`config.mk`:
```
export PLATFORM = sky130hd
export DESIGN_NAME = uart_rx
export DESIGN_NICKNAME = d
export VERILOG_FILES = /design/src/rtl/uart_rx.sv
export SDC_FILE = /design/constraint.sdc
export NUM_CORES = 1
export LEC_CHECK = 0
export CORE_ASPECT_RATIO = 2
export CORE_MARGIN = 10
export CORE_UTILIZATION = 51
export CTS_BUF_LIST = sky130_fd_sc_hd__clkbuf_8
export CTS_CLUSTER_SIZE = 8
export DETAILED_ROUTE_END_ITERATION = 10
export PLACE_DENSITY = 0.67
export SETUP_SLACK_MARGIN = 0.05
export SLEW_MARGIN = 40
export SYNTH_ARGS = -nofsm -noshare
export SYNTH_HDL_FRONTEND = slang
export SYNTH_SLANG_ARGS = --single-unit
```
`constraint.sdc`:
```
create_clock -name sys_clk_i -period 5.25 [get_ports sys_clk_i]
set_clock_uncertainty 0.05 [all_clocks]
set_input_delay 1.05 -clock sys_clk_i [delete_from_list [all_inputs] [get_ports sys_clk_i]]
set_output_delay 1.05 -clock sys_clk_i [all_outputs]
set_load 0.005 [all_outputs]
```
`src/rtl/uart_rx.sv`:
```
// 8N1 UART receiver with 16x oversampling, framing/break handling and a
// single-byte holding register with ready/read handshake and overrun flag.
module uart_rx #(
  parameter int unsigned CLK_HZ = 10000000,
  parameter int unsigned BAUD   = 115200,
  parameter int unsigned OVS    = 16
) (
  input  logic       sys_clk_i,
  input  logic       sys_rstn_i,
  input  logic       uart_rx_i,
  input  logic       uart_rd_i,
  output logic [7:0] uart_dat_o,
  output logic       uart_rdy_o,
  output logic       uart_ferr_o,
  output logic       uart_ovr_o,
  output logic       uart_busy_o
);

  localparam int unsigned INC   = BAUD * OVS;
  localparam int          ACC_W = $clog2(CLK_HZ + INC + 1);
  localparam logic [ACC_W-1:0] INC_V = ACC_W'(INC);
  localparam logic [ACC_W-1:0] CLK_V = ACC_W'(CLK_HZ);
  localparam logic [3:0] MID_TICK = 4'(OVS / 2 - 1);
  localparam logic [3:0] BIT_TICK = 4'(OVS - 1);

  typedef enum logic [2:0] {
    IDLE  = 3'd0,
    START = 3'd1,
    DATA  = 3'd2,
    STOP  = 3'd3,
    BRK   = 3'd4
  } state_e;

  state_e           state_q;
  logic             meta_q;
  logic             rxs_q;
  logic             rxs_prev_q;
  logic [1:0]       fill_q;
  logic             armed_q;
  logic [ACC_W-1:0] acc_q;
  logic [ACC_W-1:0] acc_sum;
  logic [ACC_W-1:0] acc_d;
  logic             tick;
  logic             start_det;
  logic [3:0]       tick_cnt_q;
  logic [2:0]       bit_idx_q;
  logic [7:0]       shift_q;
  logic [7:0]       dat_q;
  logic             rdy_q;
  logic             ferr_q;
  logic             ovr_q;
  logic             busy_q;

  // The synchronizer resets high, so its first real samples are not trusted
  // for edge detection: a start needs a genuine high level seen after reset.
  always_ff @(posedge sys_clk_i or negedge sys_rstn_i) begin
    if (!sys_rstn_i) begin
      meta_q     <= 1'b1;
      rxs_q      <= 1'b1;
      rxs_prev_q <= 1'b1;
      fill_q     <= 2'd0;
      armed_q    <= 1'b0;
    end else begin
      meta_q     <= uart_rx_i;
      rxs_q      <= meta_q;
      rxs_prev_q <= rxs_q;
      if (fill_q != 2'd2) begin
        fill_q <= fill_q + 2'd1;
      end else if (rxs_q) begin
        armed_q <= 1'b1;
      end
    end
  end

  assign acc_sum   = acc_q + INC_V;
  assign tick      = (acc_sum >= CLK_V);
  assign acc_d     = tick ? (acc_sum - CLK_V) : acc_sum;
  assign start_det = (state_q == IDLE) && armed_q && rxs_prev_q && !rxs_q;

  always_ff @(posedge sys_clk_i or negedge sys_rstn_i) begin
    if (!sys_rstn_i) begin
      state_q    <= IDLE;
      acc_q      <= '0;
      tick_cnt_q <= 4'd0;
      bit_idx_q  <= 3'd0;
      shift_q    <= 8'd0;
      dat_q      <= 8'd0;
      rdy_q      <= 1'b0;
      ferr_q     <= 1'b0;
      ovr_q      <= 1'b0;
      busy_q     <= 1'b0;
    end else begin
      ferr_q <= 1'b0;
      acc_q  <= acc_d;
      if (uart_rd_i && rdy_q) begin
        rdy_q <= 1'b0;
        ovr_q <= 1'b0;
      end
      case (state_q)
        IDLE: begin
          if (start_det) begin
            state_q    <= START;
            tick_cnt_q <= 4'd0;
            acc_q      <= '0;
            busy_q     <= 1'b1;
          end
        end
        START: begin
          if (tick) begin
            if (tick_cnt_q == MID_TICK) begin
              tick_cnt_q <= 4'd0;
              if (!rxs_q) begin
                state_q   <= DATA;
                bit_idx_q <= 3'd0;
              end else begin
                state_q <= IDLE;
                busy_q  <= 1'b0;
              end
            end else begin
              tick_cnt_q <= tick_cnt_q + 4'd1;
            end
          end
        end
        DATA: begin
          if (tick) begin
            if (tick_cnt_q == BIT_TICK) begin
              tick_cnt_q <= 4'd0;
              shift_q    <= {rxs_q, shift_q[7:1]};
              if (bit_idx_q == 3'd7) begin
                state_q <= STOP;
              end else begin
                bit_idx_q <= bit_idx_q + 3'd1;
              end
            end else begin
              tick_cnt_q <= tick_cnt_q + 4'd1;
            end
          end
        end
        STOP: begin
          if (tick) begin
            if (tick_cnt_q == BIT_TICK) begin
              tick_cnt_q <= 4'd0;
              if (rxs_q) begin
                state_q <= IDLE;
                busy_q  <= 1'b0;
                // A read in the same cycle frees the holder for the new byte.
                if (!rdy_q || uart_rd_i) begin
                  dat_q <= shift_q;
                  rdy_q <= 1'b1;
                end else begin
                  ovr_q <= 1'b1;
                end
              end else begin
                ferr_q  <= 1'b1;
                state_q <= BRK;
              end
            end else begin
              tick_cnt_q <= tick_cnt_q + 4'd1;
            end
          end
        end
        BRK: begin
          if (rxs_q) begin
            state_q <= IDLE;
            busy_q  <= 1'b0;
          end
        end
        default: begin
          state_q <= IDLE;
          busy_q  <= 1'b0;
        end
      endcase
    end
  end

  assign uart_dat_o  = dat_q;
  assign uart_rdy_o  = rdy_q;
  assign uart_ferr_o = ferr_q;
  assign uart_ovr_o  = ovr_q;
  assign uart_busy_o = busy_q;

endmodule

```
==> metrics.md <==
| Metric | Value |
|---|---|
| Outcome | complete, no violations |
| #FFs+latches synth | 53 |
| Worst stage delay on the critical path | approximately 0.63 ns |
| Post-Synthesis Cells | approximately 280 |
| Power Internal | 1.01 mW |
| Initial antenna violation count | 0 |
| Power per cell area | around 540 nW/um2 |
| Fin. Hold Viols | 0 |
| CP Max Fanout | 10 |
| CTS buffer count | 5 |
| Post-synthesis async set-or-reset flop share | between 90% and 100% |
| Sink Count | 53 |
| Initial DRC count | a little under 200 |
| Slew Limit Fails | 0 |
| Worst setup path startpoint | acc_q[13]$_DFF_PN0_ |
| Measured slew at the worst slew-check pin | 0.670 ns |
| Yosys warning count | 0 |
| Placer Congestion | between 0.8 and 0.9 |
| Worst path cell trace | ha_1 -> a41o_1 -> or4_1 -> o211ai_2 -> o2bb2ai_2 -> nand2_4 -> nor4b_4 -> mux2_2 |
| Hold Crit Start | meta_q$_DFF_PN1_ |
| H-Tree Level Count | 2 |
| TritonCTS clock tree | built |
| Fmax | 289 MHz |
| Post-CTS sizing | 0 |
| Static leakage | between 1 and 1.5 nW |
| Vias | between 2000 and 2500 |
| Routed Antenna Nets | 0 |
| # DRC | 0 |
| Die H | around 130 um |
| DRT Pass-1 Iters | 4 |
| Slew headroom | between 50 and 60% |
| Power, Total | approximately 1.7 mW |
| Design Area, Final | around 3200 um2 |
| Largest net degree at the start of global routing | 54 |
| Synth cell types | between 50 and 60 |
| Grt ovf | 0 |
| Hold Path Depth | 0 |
| Core ar. | about 5500 um2 |
| Sequential area share after synthesis | between 40% and 50% |
| Ant. Diodes | 0 |
| Clock buffer depth | 2 |
| Crit path depth | 8 |
| Ports | 16 |
| Syn_area_per_cell | around 10 um2 |
| Synth area leaders | dfrtp_1 43%, mux2_2 7.4%, xnor2_1 4.5% |
| NetSw | 0.721 mW |
| Overall Global Routing Usage | between 10% and 20% |
| Final period demand of the worst path | 3.46 ns |
| Half-perimeter wire length after placement | between 4 and 5 mm |
| Crit path arrival time | approximately 3.6 ns |
| Area leader, netlist | dfrtp_1 |
| Met3 usage in global routing | under 10% |
| Share of cells above drive strength 1 | between 10% and 20% |
| Vias/cell | 6.09 |
| Finished Layout Cells | approximately 360 |
| Post-synth top flop | dfrtp_1 |
| Worst Path Required | approximately 5.4 ns |
| Die area | 9260 um2 |
| Setup TNS | 0 ns |
| CP max stage cell | nor4b_4 |
| Final setup viols | 0 |
| Cell family with most CP delay | simple AND/OR/NAND/NOR gates |
| Port-buffer cells | 15 |
| RSZ-0062 raised after global routing | false |
| Synth cell count leaders | 50 x dfrtp_1, 25 x nor2_1, 19 x mux2_2, 18 x nand2_1, 15 x xnor2_1 |
| Worst-Skew Late Latency | around 0.32 ns |
| Met2 Use GR | between 20% and 30% |
| R2R depth | 8 |
| First-pass GRT wire length | just over 10 mm |
| Fin crit share | roughly two thirds |
| Placed instance area | around 3000 um2 |
| Peak VDD IR | between 0.3 and 0.4 mV |
| Nets | ~310 |
| Initial Util | between 50% and 60% |
| Clock Tree Root | clkbuf_8 |
| Die Wd | 73.2 um |
| Top-count cell post-synth | dfrtp_1 |
| Combinational fraction of design power | 46.5% |
| Endpoint class of the critical path | flip-flop |
| Syn Nets | roughly 290 |
| Sw frac | a little over two fifths |
| Placed cell count | 350 |
| Worst setup SP type | flip-flop |
| Post-CTS Setup Repair Bufs | 0 |
| Routed len/inst | 16.7 um |
| Core Rows | 38 |
| Clock power share | between 15 and 20% |
| Worst min-delay path category | flip-flop to flip-flop |
| Post-synth EDFFs | 0 |
| Grt peak-use layer | met2 |
| Vias in the first global route | between 2000 and 2500 |
| Mapped cell area | slightly below 3000 um2 |
| Grt met1 use | between 10 and 15% |
| Buf+Inv Stages, Crit Path | 0 |
| Max cap viols | 0 |
| Flop pwr share | approximately 37% |
| Worst-path clk slew | ~0.1 ns |
| Layout area overhead | 10.9% |
| R2R Path Start | acc_q[13]$_DFF_PN0_ |
| Hold bufs inserted after CTS | 0 |
| Kind of critical path | flip-flop to flip-flop |
| Top-area cell type share of the netlist area | a little over two fifths |
| Fin worst setup slack | between 1.5 and 2 ns |
| Final wirelength | between 5 and 6 mm |
| Setup WS pre-CTS | 1.81 ns |
-- placed cells by master, fill, tap and decap left out, drive strengths merged, types with 3 or more instances in the layout --
| cell type | instances |
|---|---|
| nor2b | 3 |
| nand4 | 6 |
| or2 | 5 |
| nand2 | 19 |
| clkbuf | 6 |
| nor3 | 9 |
| mux2 | 19 |
| o21ai | 14 |
| buf | 4 |
| clkdlybuf4s50 | 14 |
| inv | 10 |
| dfstp | 3 |
| nor4 | 3 |
| a21o | 5 |
| a21oi | 10 |
| xnor2 | 15 |
| a31oi | 3 |
| dfrtp | 50 |
| xor2 | 7 |
| ha | 6 |
| o211ai | 7 |
| nand3 | 12 |
| nor3b | 3 |
| nor2 | 25 |
-- cell families (layout without fill, tap and decap cells) --
logic type	count (synthesis)	after routing	synth area share, %
AO/OA/AOI/OAI	63	63	15.4
flip-flops	53	53	46.0
multiplexers	19	19	7.40
adder cells (fa/ha/maj)	6	6	2.60
AND/OR/NAND/NOR	100	100	18.7
XOR/XNOR	22	22	6.67
buffers and inverters	20	35	3.20
-- metrics by stage --
step | hold slack, ns | util (%)
4_1_cts | 0.312 | 58.6
3_3_place_gp | 0.299 | 56.3
3_5_place_dp | 0.299 | 56.5
5_1_grt | 0.313 | 58.6
2_1_floorplan | 0.295 | -
6_report | 0.311 | 58.6
-- sequential cells by signal (all words and copies together) (netlist names), 2 cells and up --
register    count
acc_q          17
bit_idx_q       3
fill_q          2
shift_q         8
state_q         3
tick_cnt_q      4
uart_dat_o      8
-- metal layers --
| layer | up-vias | routed length [um] |
|---|---|---|
| met4 | 0 | 154 |
| met5 | - | 0 |
| li1 | 1054 | - |
| met2 | 26 | 3310 |
| met3 | 12 | 167 |
| met1 | 1090 | 2350 |
-- worst paths after layout --
kind	endpoint	slack, ns
setup / recovery	uart_dat_o[2]$_DFFE_PN0P_	1.79
min in group asynchronous	acc_q[18]$_DFF_PN0_	0.78
max in group asynchronous	acc_q[21]$_DFF_PN0_	3.89
setup reg to reg	uart_dat_o[2]$_DFFE_PN0P_	1.79
hold / removal	rxs_q$_DFF_PN1_	0.31
hold reg to reg	rxs_q$_DFF_PN1_	0.31
-- layout make-up --
cell class | count | area [um2]
inverter | 9 | 33.8
sequential | 53 | 1330
clock inverter | 2 | 33.8
tap | 60 | 75.1
fill | 507 | 2260
clock buffer | 6 | 82.6
multi-input combinational | 210 | 1480
timing repair buffer | 18 | 168
-- power groups by stage --
| stage | Clock (mW) | Combinational, mW | Sequential [mW] |
|---|---|---|---|
| 2_1_floorplan | 0 | 0.691 | 0.591 |
| 3_3_place_gp | 0 | 0.790 | 0.647 |
| 3_5_place_dp | 0 | 0.805 | 0.648 |
| 4_1_cts | 0.291 | 0.810 | 0.640 |
| 5_1_grt | 0.305 | 0.913 | 0.658 |
| 6_report | 0.285 | 0.804 | 0.640 |
Note: power is estimated with default switching activity, not from simulation.
